[src/rtl/game_phase_ctrl_pkg.sv]
// Shared game constants: phase encoding, BCD digit width, points per match.
// Pure declarations; no timing or flow control involved.
package game_phase_ctrl_pkg;

    typedef enum logic [2:0] {
        ST_IDLE    = 3'd0,
        ST_READY   = 3'd1,
        ST_PLAY    = 3'd2,
        ST_TIMESUP = 3'd3,
        ST_BOARD   = 3'd4
    } state_t;

    localparam int BCD_W            = 4;
    localparam int POINTS_PER_MATCH = 10;
    // Score is kept in tens, so a match adds this many to the tens digit.
    localparam logic [BCD_W-1:0] TENS_STEP = BCD_W'(POINTS_PER_MATCH / 10);

    // One BCD digit add; result is {carry, digit}.
    function automatic logic [BCD_W:0] bcd_digit_add(
        input logic [BCD_W-1:0] a,
        input logic [BCD_W-1:0] b,
        input logic             cin
    );
        logic [BCD_W:0] sum;
        sum = {1'b0, a} + {1'b0, b} + {{BCD_W{1'b0}}, cin};
        if (sum > (BCD_W+1)'(9))
            return {1'b1, sum[BCD_W-1:0] - BCD_W'(10)};
        return sum;
    endfunction

endpackage

[src/rtl/game_phase_ctrl_bcd_inc_sat.sv]
// Three-digit BCD add of TENS_STEP, combinational (zero latency), no flow control.
// An add that would carry out of the top digit returns the input unchanged.
module bcd_inc_sat
    import game_phase_ctrl_pkg::*;
(
    input  logic [3*BCD_W-1:0] digits,
    output logic [3*BCD_W-1:0] digits_inc
);

    logic [BCD_W:0] d0;
    logic [BCD_W:0] d1;
    logic [BCD_W:0] d2;

    always_comb begin
        d0 = bcd_digit_add(digits[BCD_W-1:0], TENS_STEP, 1'b0);
        d1 = bcd_digit_add(digits[2*BCD_W-1:BCD_W], '0, d0[BCD_W]);
        d2 = bcd_digit_add(digits[3*BCD_W-1:2*BCD_W], '0, d1[BCD_W]);
        if (d2[BCD_W])
            digits_inc = digits;
        else
            digits_inc = {d2[BCD_W-1:0], d1[BCD_W-1:0], d0[BCD_W-1:0]};
    end

endmodule

[src/rtl/game_phase_ctrl.sv]
// Round sequencer: idle/ready/play/times-up/leaderboard timing, scoring, high score.
// All outputs registered (one cycle after the deciding edge); no backpressure.
module game_phase_ctrl
    import game_phase_ctrl_pkg::*;
#(
    parameter int CLK_HZ    = 25000000,
    parameter int READY_SEC = 3,
    parameter int ROUND_SEC = 30,
    parameter int END_SEC   = 5,
    parameter int BOARD_SEC = 10
) (
    input  logic        iVGA_CLK,
    input  logic        iRST_n,
    input  logic        start_btn,
    input  logic [24:0] ir_in,
    input  logic [24:0] target,
    output logic        get_ready,
    output logic        times_up,
    output logic        leaderboard,
    output logic        in_play,
    output logic        clear_trace,
    output logic [15:0] score_bcd,
    output logic [15:0] hi_score_bcd,
    output logic [5:0]  seconds_left
);

    localparam int PW = (CLK_HZ > 1) ? $clog2(CLK_HZ) : 1;

    state_t          state;
    state_t          next_state;
    logic [PW-1:0]   presc;
    logic            sec_tick;
    logic            phase_end;
    logic            state_chg;
    logic            start_q;
    logic            start_rise;
    logic            match_q;
    logic            match_d;
    logic            score_evt;
    logic            play_entry;
    logic [5:0]      secs_load;
    logic [11:0]     score_inc;

    assign sec_tick   = (presc == PW'(CLK_HZ - 1));
    assign phase_end  = sec_tick && (seconds_left == 6'd1);
    assign start_rise = start_btn && !start_q;
    assign state_chg  = (next_state != state);
    assign play_entry = (next_state == ST_PLAY) && (state != ST_PLAY);
    // A match landing on the final play tick is dropped with the round.
    assign score_evt  = (state == ST_PLAY) && match_q && !match_d && !phase_end;

    always_comb begin
        next_state = state;
        case (state)
            ST_IDLE:    if (start_rise) next_state = ST_READY;
            ST_READY:   if (phase_end)  next_state = ST_PLAY;
            ST_PLAY:    if (phase_end)  next_state = ST_TIMESUP;
            ST_TIMESUP: if (phase_end)  next_state = ST_BOARD;
            ST_BOARD:   if (phase_end)  next_state = ST_IDLE;
            default:                    next_state = ST_IDLE;
        endcase
    end

    always_comb begin
        secs_load = '0;
        case (next_state)
            ST_READY:   secs_load = 6'(READY_SEC);
            ST_PLAY:    secs_load = 6'(ROUND_SEC);
            ST_TIMESUP: secs_load = 6'(END_SEC);
            ST_BOARD:   secs_load = 6'(BOARD_SEC);
            default:    secs_load = '0;
        endcase
    end

    bcd_inc_sat u_bcd_inc_sat (
        .digits     (score_bcd[15:4]),
        .digits_inc (score_inc)
    );

    always_ff @(posedge iVGA_CLK or negedge iRST_n) begin
        if (!iRST_n) begin
            state        <= ST_IDLE;
            presc        <= '0;
            seconds_left <= '0;
            start_q      <= 1'b0;
            match_q      <= 1'b0;
            match_d      <= 1'b0;
            get_ready    <= 1'b0;
            in_play      <= 1'b0;
            times_up     <= 1'b0;
            leaderboard  <= 1'b0;
            clear_trace  <= 1'b0;
            score_bcd    <= '0;
            hi_score_bcd <= '0;
        end else begin
            state   <= next_state;
            start_q <= start_btn;

            // Prescaler restarts on every phase change so each phase gets whole seconds.
            if (state_chg || sec_tick)
                presc <= '0;
            else
                presc <= presc + PW'(1);

            if (state_chg)
                seconds_left <= secs_load;
            else if (state == ST_IDLE)
                seconds_left <= '0;
            else if (sec_tick && seconds_left != 6'd0)
                seconds_left <= seconds_left - 6'd1;

            get_ready   <= (next_state == ST_READY);
            in_play     <= (next_state == ST_PLAY);
            times_up    <= (next_state == ST_TIMESUP);
            leaderboard <= (next_state == ST_BOARD);

            match_q     <= (state == ST_PLAY) && (ir_in == target) && (target != '0);
            match_d     <= match_q;
            clear_trace <= play_entry || score_evt;

            if (state == ST_IDLE && next_state == ST_READY)
                score_bcd <= '0;
            else if (score_evt)
                score_bcd <= {score_inc, 4'h0};

            if (state == ST_TIMESUP && next_state == ST_BOARD && score_bcd > hi_score_bcd)
                hi_score_bcd <= score_bcd;
        end
    end

endmodule
[config.mk]
export PLATFORM = sky130hd
export DESIGN_NAME = game_phase_ctrl
export DESIGN_NICKNAME = d
export VERILOG_FILES = /design/src/rtl/game_phase_ctrl_pkg.sv /design/src/rtl/game_phase_ctrl_bcd_inc_sat.sv /design/src/rtl/game_phase_ctrl.sv
export SDC_FILE = /design/constraint.sdc
export NUM_CORES = 1
export LEC_CHECK = 0
export ABC_CLOCK_PERIOD_IN_PS = 4600
export BUFFER_PORTS_ARGS = -buffer_cell sky130_fd_sc_hd__buf_2
export CAP_MARGIN = 20
export CELL_PAD_IN_SITES_DETAIL_PLACEMENT = 2
export CELL_PAD_IN_SITES_GLOBAL_PLACEMENT = 2
export CORE_UTILIZATION = 29
export DETAILED_ROUTE_END_ITERATION = 6
export MAX_ROUTING_LAYER = met4
export PLACE_DENSITY = 0.8
export REMOVE_ABC_BUFFERS = 1
export SYNTH_ARGS = -nofsm -noshare
export SYNTH_HDL_FRONTEND = slang
export SYNTH_SLANG_ARGS = --single-unit
[constraint.sdc]
create_clock -name iVGA_CLK -period 4.6 [get_ports iVGA_CLK]
set_clock_uncertainty 0.1 [all_clocks]
set_input_delay 0.69 -clock iVGA_CLK [delete_from_list [all_inputs] [get_ports iVGA_CLK]]
set_output_delay 0.69 -clock iVGA_CLK [all_outputs]
set_load 0.01 [all_outputs]
; ---- After elaboration in Yosys (flattened, before gate mapping)
; Cells that the tools add are included.
[classes]
n_reduce_logical = 23
mux = 23
n_lt_le_gt_ge = 4
eq_ne = 14
addsub = 8
[ops]
columns = cell, n
row1 = 2-to-1 mux 16 bit, 2
row2 = 2-to-1 mux 5 bit, 6
row3 = "adder 25 x 1 -> 25 bit, second input constant", 1
row4 = == test 25 bit, 1
row5 = "== test 25 bit, second input constant", 1
row6 = 2-to-1 mux 25 bit, 1
row7 = nonzero test 25 bit, 1
row8 = case mux 5 bit (4 select lines), 1
row9 = 2-to-1 mux 6 bit, 3
row10 = > comparator 16 bit, 1
row11 = "> comparator 5 x 4 -> 1 bit, second input constant", 3
row12 = 2-to-1 mux 3 bit, 5
row13 = case mux 3 bit (5 select lines), 1
row14 = "== test 3 x 2 -> 1 bit, second input constant", 4
row15 = logical AND 1 bit, 12
row16 = 2-to-1 mux 12 bit, 1
row17 = "subtractor 4 bit, second input constant", 3
row18 = adder 4 x 1 -> 5 bit, 2
row19 = "== test 3 x 1 -> 1 bit, second input constant", 2
row20 = "== test 3 bit, second input constant", 2
row21 = "== test 6 x 1 -> 1 bit, second input constant", 1
row22 = nonzero test 6 bit, 1
row23 = "subtractor 6 x 1 -> 6 bit, second input constant", 1
row24 = "adder 4 x 1 -> 5 bit, second input constant", 1
row25 = other kinds (10), 15
[word_totals]
word_cells = 86
regBits = 74
output_inout_bits = 43
in_bits = 53

; ---- Logic depth before layout (Yosys ltp)
[logic_depth]
ltp_word = 15
depth_mapped = 23
mapped_depth_nobuf = 21

; ---- Cells and area by module
; Synthesis repeated with hierarchy kept, for this count alone.
[hier_totals]
cells_unflattened = 468
hier_area_um2 = 4446.8
[modules_own_cells]
columns = module, area_per_inst_um2, cells_each, seq_area_each_um2, n_inst
row1 = game_phase_ctrl, 3782.4, 377, 1651.6, 1
row2 = bcd_inc_sat, 664.4, 91, 0.0, 1

; ---- Worst setup path after synthesis
; Ideal clock, no wire load.
[synth_timing]
path_type = register -> register
start = register score_bcd[4]
end = register score_bcd[6]
setup_slack_ps = -433
path_stages_with_launch = 24
synth_period_minus_slack_ps = 5033
setup_ps = 120
t_required_ps = 4380
n_path_buf = 2
t_arrival_ps = 4813
path_cell_list = dfrtp_1 -> ha_1 -> xor2_1 -> inv_1 -> ha_1 -> o311ai_0 -> nand2_1 -> nor2_1 -> ha_1 -> ha_1 -> clkbuf_1 -> nor2_1 -> mux2_2 -> a221oi_1 -> o21bai_1 -> ha_1 -> ha_1 -> nand2b_1 -> a41oi_1 -> a21oi_1 -> or4_4 -> buf_6 -> a311o_1 -> o211a_1
[synth_via]
elab_chain_cells = 14
word_cells_on_any_way = 19
cone_classes = add/sub: 4 / order compare: 3 / eq/ne: 1 / mux: 10 / reduce/logical: 1
[synth_rtl]
columns = item, line_no
row1 = from (decl), game_phase_ctrl.sv:22  ; output logic [15:0] score_bcd,
row2 = from (signal assigned), game_phase_ctrl.sv:124  ; score_bcd <= {score_inc, 4'h0};
row3 = adder 4 x 1 -> 5 bit *, game_phase_ctrl_pkg.sv:25  ; sum = {1'b0, a} + {1'b0, b} + {{BCD_W{1'b0}}, cin};
row4 = > comparator 5 x 4 -> 1 bit, game_phase_ctrl_pkg.sv:26  ; if (sum > (BCD_W+1)'(9))
row5 = 2-to-1 mux 1 bit, game_phase_ctrl_pkg.sv:26
row6 = 2-to-1 mux 5 bit *, game_phase_ctrl_pkg.sv:28  ; return sum;
row7 = adder 4 x 1 -> 5 bit, game_phase_ctrl_pkg.sv:25
row8 = > comparator 5 x 4 -> 1 bit, game_phase_ctrl_pkg.sv:26
row9 = 2-to-1 mux 1 bit, game_phase_ctrl_pkg.sv:26
row10 = 2-to-1 mux 5 bit, game_phase_ctrl_pkg.sv:28
row11 = adder 4 x 1 -> 5 bit, game_phase_ctrl_pkg.sv:25
row12 = > comparator 5 x 4 -> 1 bit, game_phase_ctrl_pkg.sv:26
row13 = 2-to-1 mux 1 bit, game_phase_ctrl_pkg.sv:26
row14 = 2-to-1 mux 5 bit, game_phase_ctrl_pkg.sv:28
row15 = != test 2 bit (no line), --
row16 = AND reduction 2 bit (no line), --
; Mark *: on every way between the ends. The rest lies on a longest branch, timed or not. The select of a mux whose other input is x is not followed.
; A chain may end at the register's enable or synchronous reset.

; ---- Final worst setup path
[layout_timing]
start = register score_bcd[4]
end = register score_bcd[7]
; Same word-level chain as after synthesis.

==> run_results.csv <==
group,metric,value,unit
die,ios,96,
synthesis,synth_edf_count,0,
synthesis,yosysTopAreaCell,"dfrtp_1",
timing,slew_violations,0,
setup_path,path_max_fanout,5,
timing,worstMarginPinSlew,985,ps
synthesis,synthArstFlopShare,100,%
synthesis,synthMostInstantiatedCell,"dfrtp_1",
final_layout,drive_gt1_share,31.3,%
setup_path,worst_setup_path_start_kind,"flip-flop",
min_path,hold_class,"flip-flop to flip-flop",
route,post_drt_wl_per_cell,20.7,um
clock_tree,cts_tree,"done",
global_routing,grt_pass1_vias,4562,
setup_path,end_kind,"flip-flop",
global_routing,grt_max_degree,38,
timing,rsz0062_at_grt,"true",
setup_path,arrival,4730,ps
min_path,hold_path.startpoint,"match_q$_DFF_PN0_",
route,first_pass_iters,6,
setup_path,crit_end,"score_bcd[7]$_DFFE_PN0P_",
power,p_total,1.35,mW
setup_path,crit_top_cell,"ha_4",
final_layout,n_antenna_cell,0,
final_layout,syn_to_final_growth,31.5,%
clock_tree,cts_root_buffer,"clkbuf_16",
placement,gp_congestion,0.827,
timing,slew-limit-headroom,34.1,%
die,core_area,14600,um2
synthesis,netlist_instances,476,
setup_path,path_class,"flip-flop to flip-flop",
synthesis,synth_top_area_share,38.0,%
setup_path,crit_family,"compound AO/OA/AOI/OAI gates",
synthesis,yosys_most_used_dff,"dfrtp_1",
route,routed_via_density,5.31,
synthesis,synth.area.top_cells,"dfrtp_1 (38%), xnor2_1 (6.9%), ha_1 (6.6%)",
setup_path,critical-path-slowest-cell,"or4_4",
global_routing,antenna_found_initial,0,
clock_tree,numCtsBuffers,9,
power,ir_worst_vdd,0.131,mV
setup_path,rr_worst_depth,22,
synthesis,synth_commonest_cells,"dfrtp_1 (66), nor2_1 (53), xnor2_1 (34)",
synthesis,synth_seq_cells,66,
die,initial_core_util,29.8,%
setup_path,critPathLaunch,"score_bcd[4]$_DFFE_PN0P_",
power,p_leak,2.64,nW
setup_path,crit-reg2reg-launch,"score_bcd[4]$_DFFE_PN0P_",
final_layout,fin_nets,669,
clock_tree,clk_pin_slew,50,ps
global_routing,grt_pass1_wl,23.9,mm
setup_path,path_depth,22,
synthesis,synth_area,4340,um2
die,std_cell_rows,44,
die,die_y,124,um
route,drt_first_iter_violations,121,
global_routing,grt_overflow,0,
timing,min_period,4630,ps
clock_tree,htree_levels,3,
timing,hold_violations,0,
run_status,run_status,"finished with violations",
route,vias,4151,
timing,finalWorstSetupSlack,-33.7,ps
setup_path,crit_path_cell_trace,"ha_4 > xor2_4 > buf_6 > o311ai_4 > nand2_2 > nor2_4 > ha_4 > ha_4 > buf_8 > nand2b_4 > a211oi_4 > a221oi_4 > o21bai_2 > ha_2 > ha_4 > nand2b_4 > a41oi_2 > a21oi_2 > or4_4 > buf_4 > o21ai_1 > a21oi_2",
setup_path,regToRegEndpoint,"score_bcd[7]$_DFFE_PN0P_",
global_routing,track_usage,19.9,%
setup_path,regToRegSetupSlack,-30,ps
setup_path,cp_slowest_stage_delay,480,ps
timing,fmax,216,MHz
power,power.density,237,nW/um2
synthesis,ys_types,57,
die,die_w,124,um
timing,setup_tns,-76.7,ps
synthesis,synth_warnings,0,
synthesis,avgSynthCellArea,9.12,um2
clock_tree,clock-sinks,66,
placement,hpwl,10.4,mm
route,wl,16.2,mm
route,ant_nets,0,
setup_path,path_buf_inv,3,
setup_path,critPathRequiredTime,4690,ps
run,maxCapViolCount,0,
clock_tree,clkLatencyLatePin,340,ps
placement,portBuffers,87,
synthesis,ys_seq_area_share,38.0,%
route,drc,0,
die,die_area,15500,um2
timing,finalSetupViolations,4,
timing,fin_crit_sh,101,%
clock_tree,ctsLongestPathBuffers,2,
run_status,violations,"negative setup slack",
[repair_timing]
item                       CTS  global route
pin swaps                   11             9
setup endpoints to repair   12            12
setup buffers                5             9
hold buffers                 0             0
gates resized for setup     27            23
[area by class of cell]
| class | instances | area [um2] |
|---|---|---|
| well taps | 184 | 230 |
| clock buffers | 12 | 246 |
| clock inverters | 3 | 40.0 |
| fillers | 1579 | 8880 |
| inverters | 24 | 90.1 |
| repair buffers | 123 | 721 |
| multi-input cells | 369 | 2730 |
| flip-flops and latches | 66 | 1650 |
[per-layer routing]
| metal | track usage [%] | up-vias | wire [um] |
|---|---|---|---|
| met5 | - | - | 0 |
| met4 | 8.22 | 0 | 638 |
| met3 | 2.71 | 46 | 517 |
| met2 | 34.3 | 106 | 8440 |
| li1 | - | 1888 | - |
| met1 | 23.2 | 2111 | 6590 |
[state kept, by name, indices dropped and copies added, names as in the netlist, 3 cells and up]
| name | cells |
|---|---|
| hi_score_bcd | 12 |
| score_bcd | 12 |
| presc | 25 |
| seconds_left | 6 |
| state | 3 |
[cell families (layout without fill, tap and decap cells)]
| group | after synthesis | count (layout) | synth area share, % |
|---|---|---|---|
| xor+xnor | 56 | 56 | 11.3 |
| flops | 66 | 66 | 38.0 |
| buf+inv | 48 | 162 | 5.39 |
| mux | 23 | 23 | 5.65 |
| fa+ha+maj | 23 | 23 | 6.63 |
| other cells | 1 | 8 | 0.0863 |
| compound gates | 61 | 61 | 8.93 |
| simple gates | 198 | 198 | 24.0 |
[how the worst min path moves through the flow]
stage	cells past startpoint	to	slack, ps
2_1_floorplan	0	match_d$_DFF_PN0_	250
3_3_place_gp	0	match_d$_DFF_PN0_	270
3_5_place_dp	0	match_d$_DFF_PN0_	270
4_1_cts	0	match_d$_DFF_PN0_	290
5_1_grt	0	match_d$_DFF_PN0_	290
6_report	0	match_d$_DFF_PN0_	290
[stage by stage]
stage / utilization (%) / hold WS (ps) / area [um2] / setup slack [ps] / cells
2_1_floorplan: - / 255 / 4230 / -295 / 459
4_1_cts: 37.8 / 291 / 5520 / 27.3 / 772
6_report: 39.1 / 290 / 5710 / -33.7 / 781
5_1_grt: 39.1 / 293 / 5710 / -194 / 781
3_3_place_gp: 34.7 / 272 / 5060 / -81.7 / 752
3_5_place_dp: 34.7 / 266 / 5060 / -410 / 752
[layout by cell type (no fill, tap or decap), types with 5 or more instances in the layout]
cell,synthesis,layout
nand2b_1,9,7
a31oi_1,5,5
clkbuf_16,0,9
ha_1,23,16
nor4_1,12,11
buf_2,1,87
ha_4,0,5
dfrtp_1,66,64
conb_1,1,8
xnor2_1,34,33
o21ai_0,17,16
nor3_1,9,9
a21oi_1,16,14
nand4_1,18,18
xor2_1,22,21
buf_4,8,33
nor2_1,53,50
nand3_1,28,27
inv_1,24,23
nand2_1,29,28
mux2_2,12,11
mux2i_1,11,11
and3_1,7,6
[power by group]
part | switching (mW) | total, mW | internal [mW] | leakage (nW)
Combinational | 0.0411 | 0.0750 | 0.0339 | 1.66
Clock | 0.264 | 0.694 | 0.430 | 0.142
Sequential | 0.00155 | 0.583 | 0.582 | 0.845
Total | 0.307 | 1.35 | 1.05 | 2.64
Note: power is estimated with default switching activity, not from simulation.
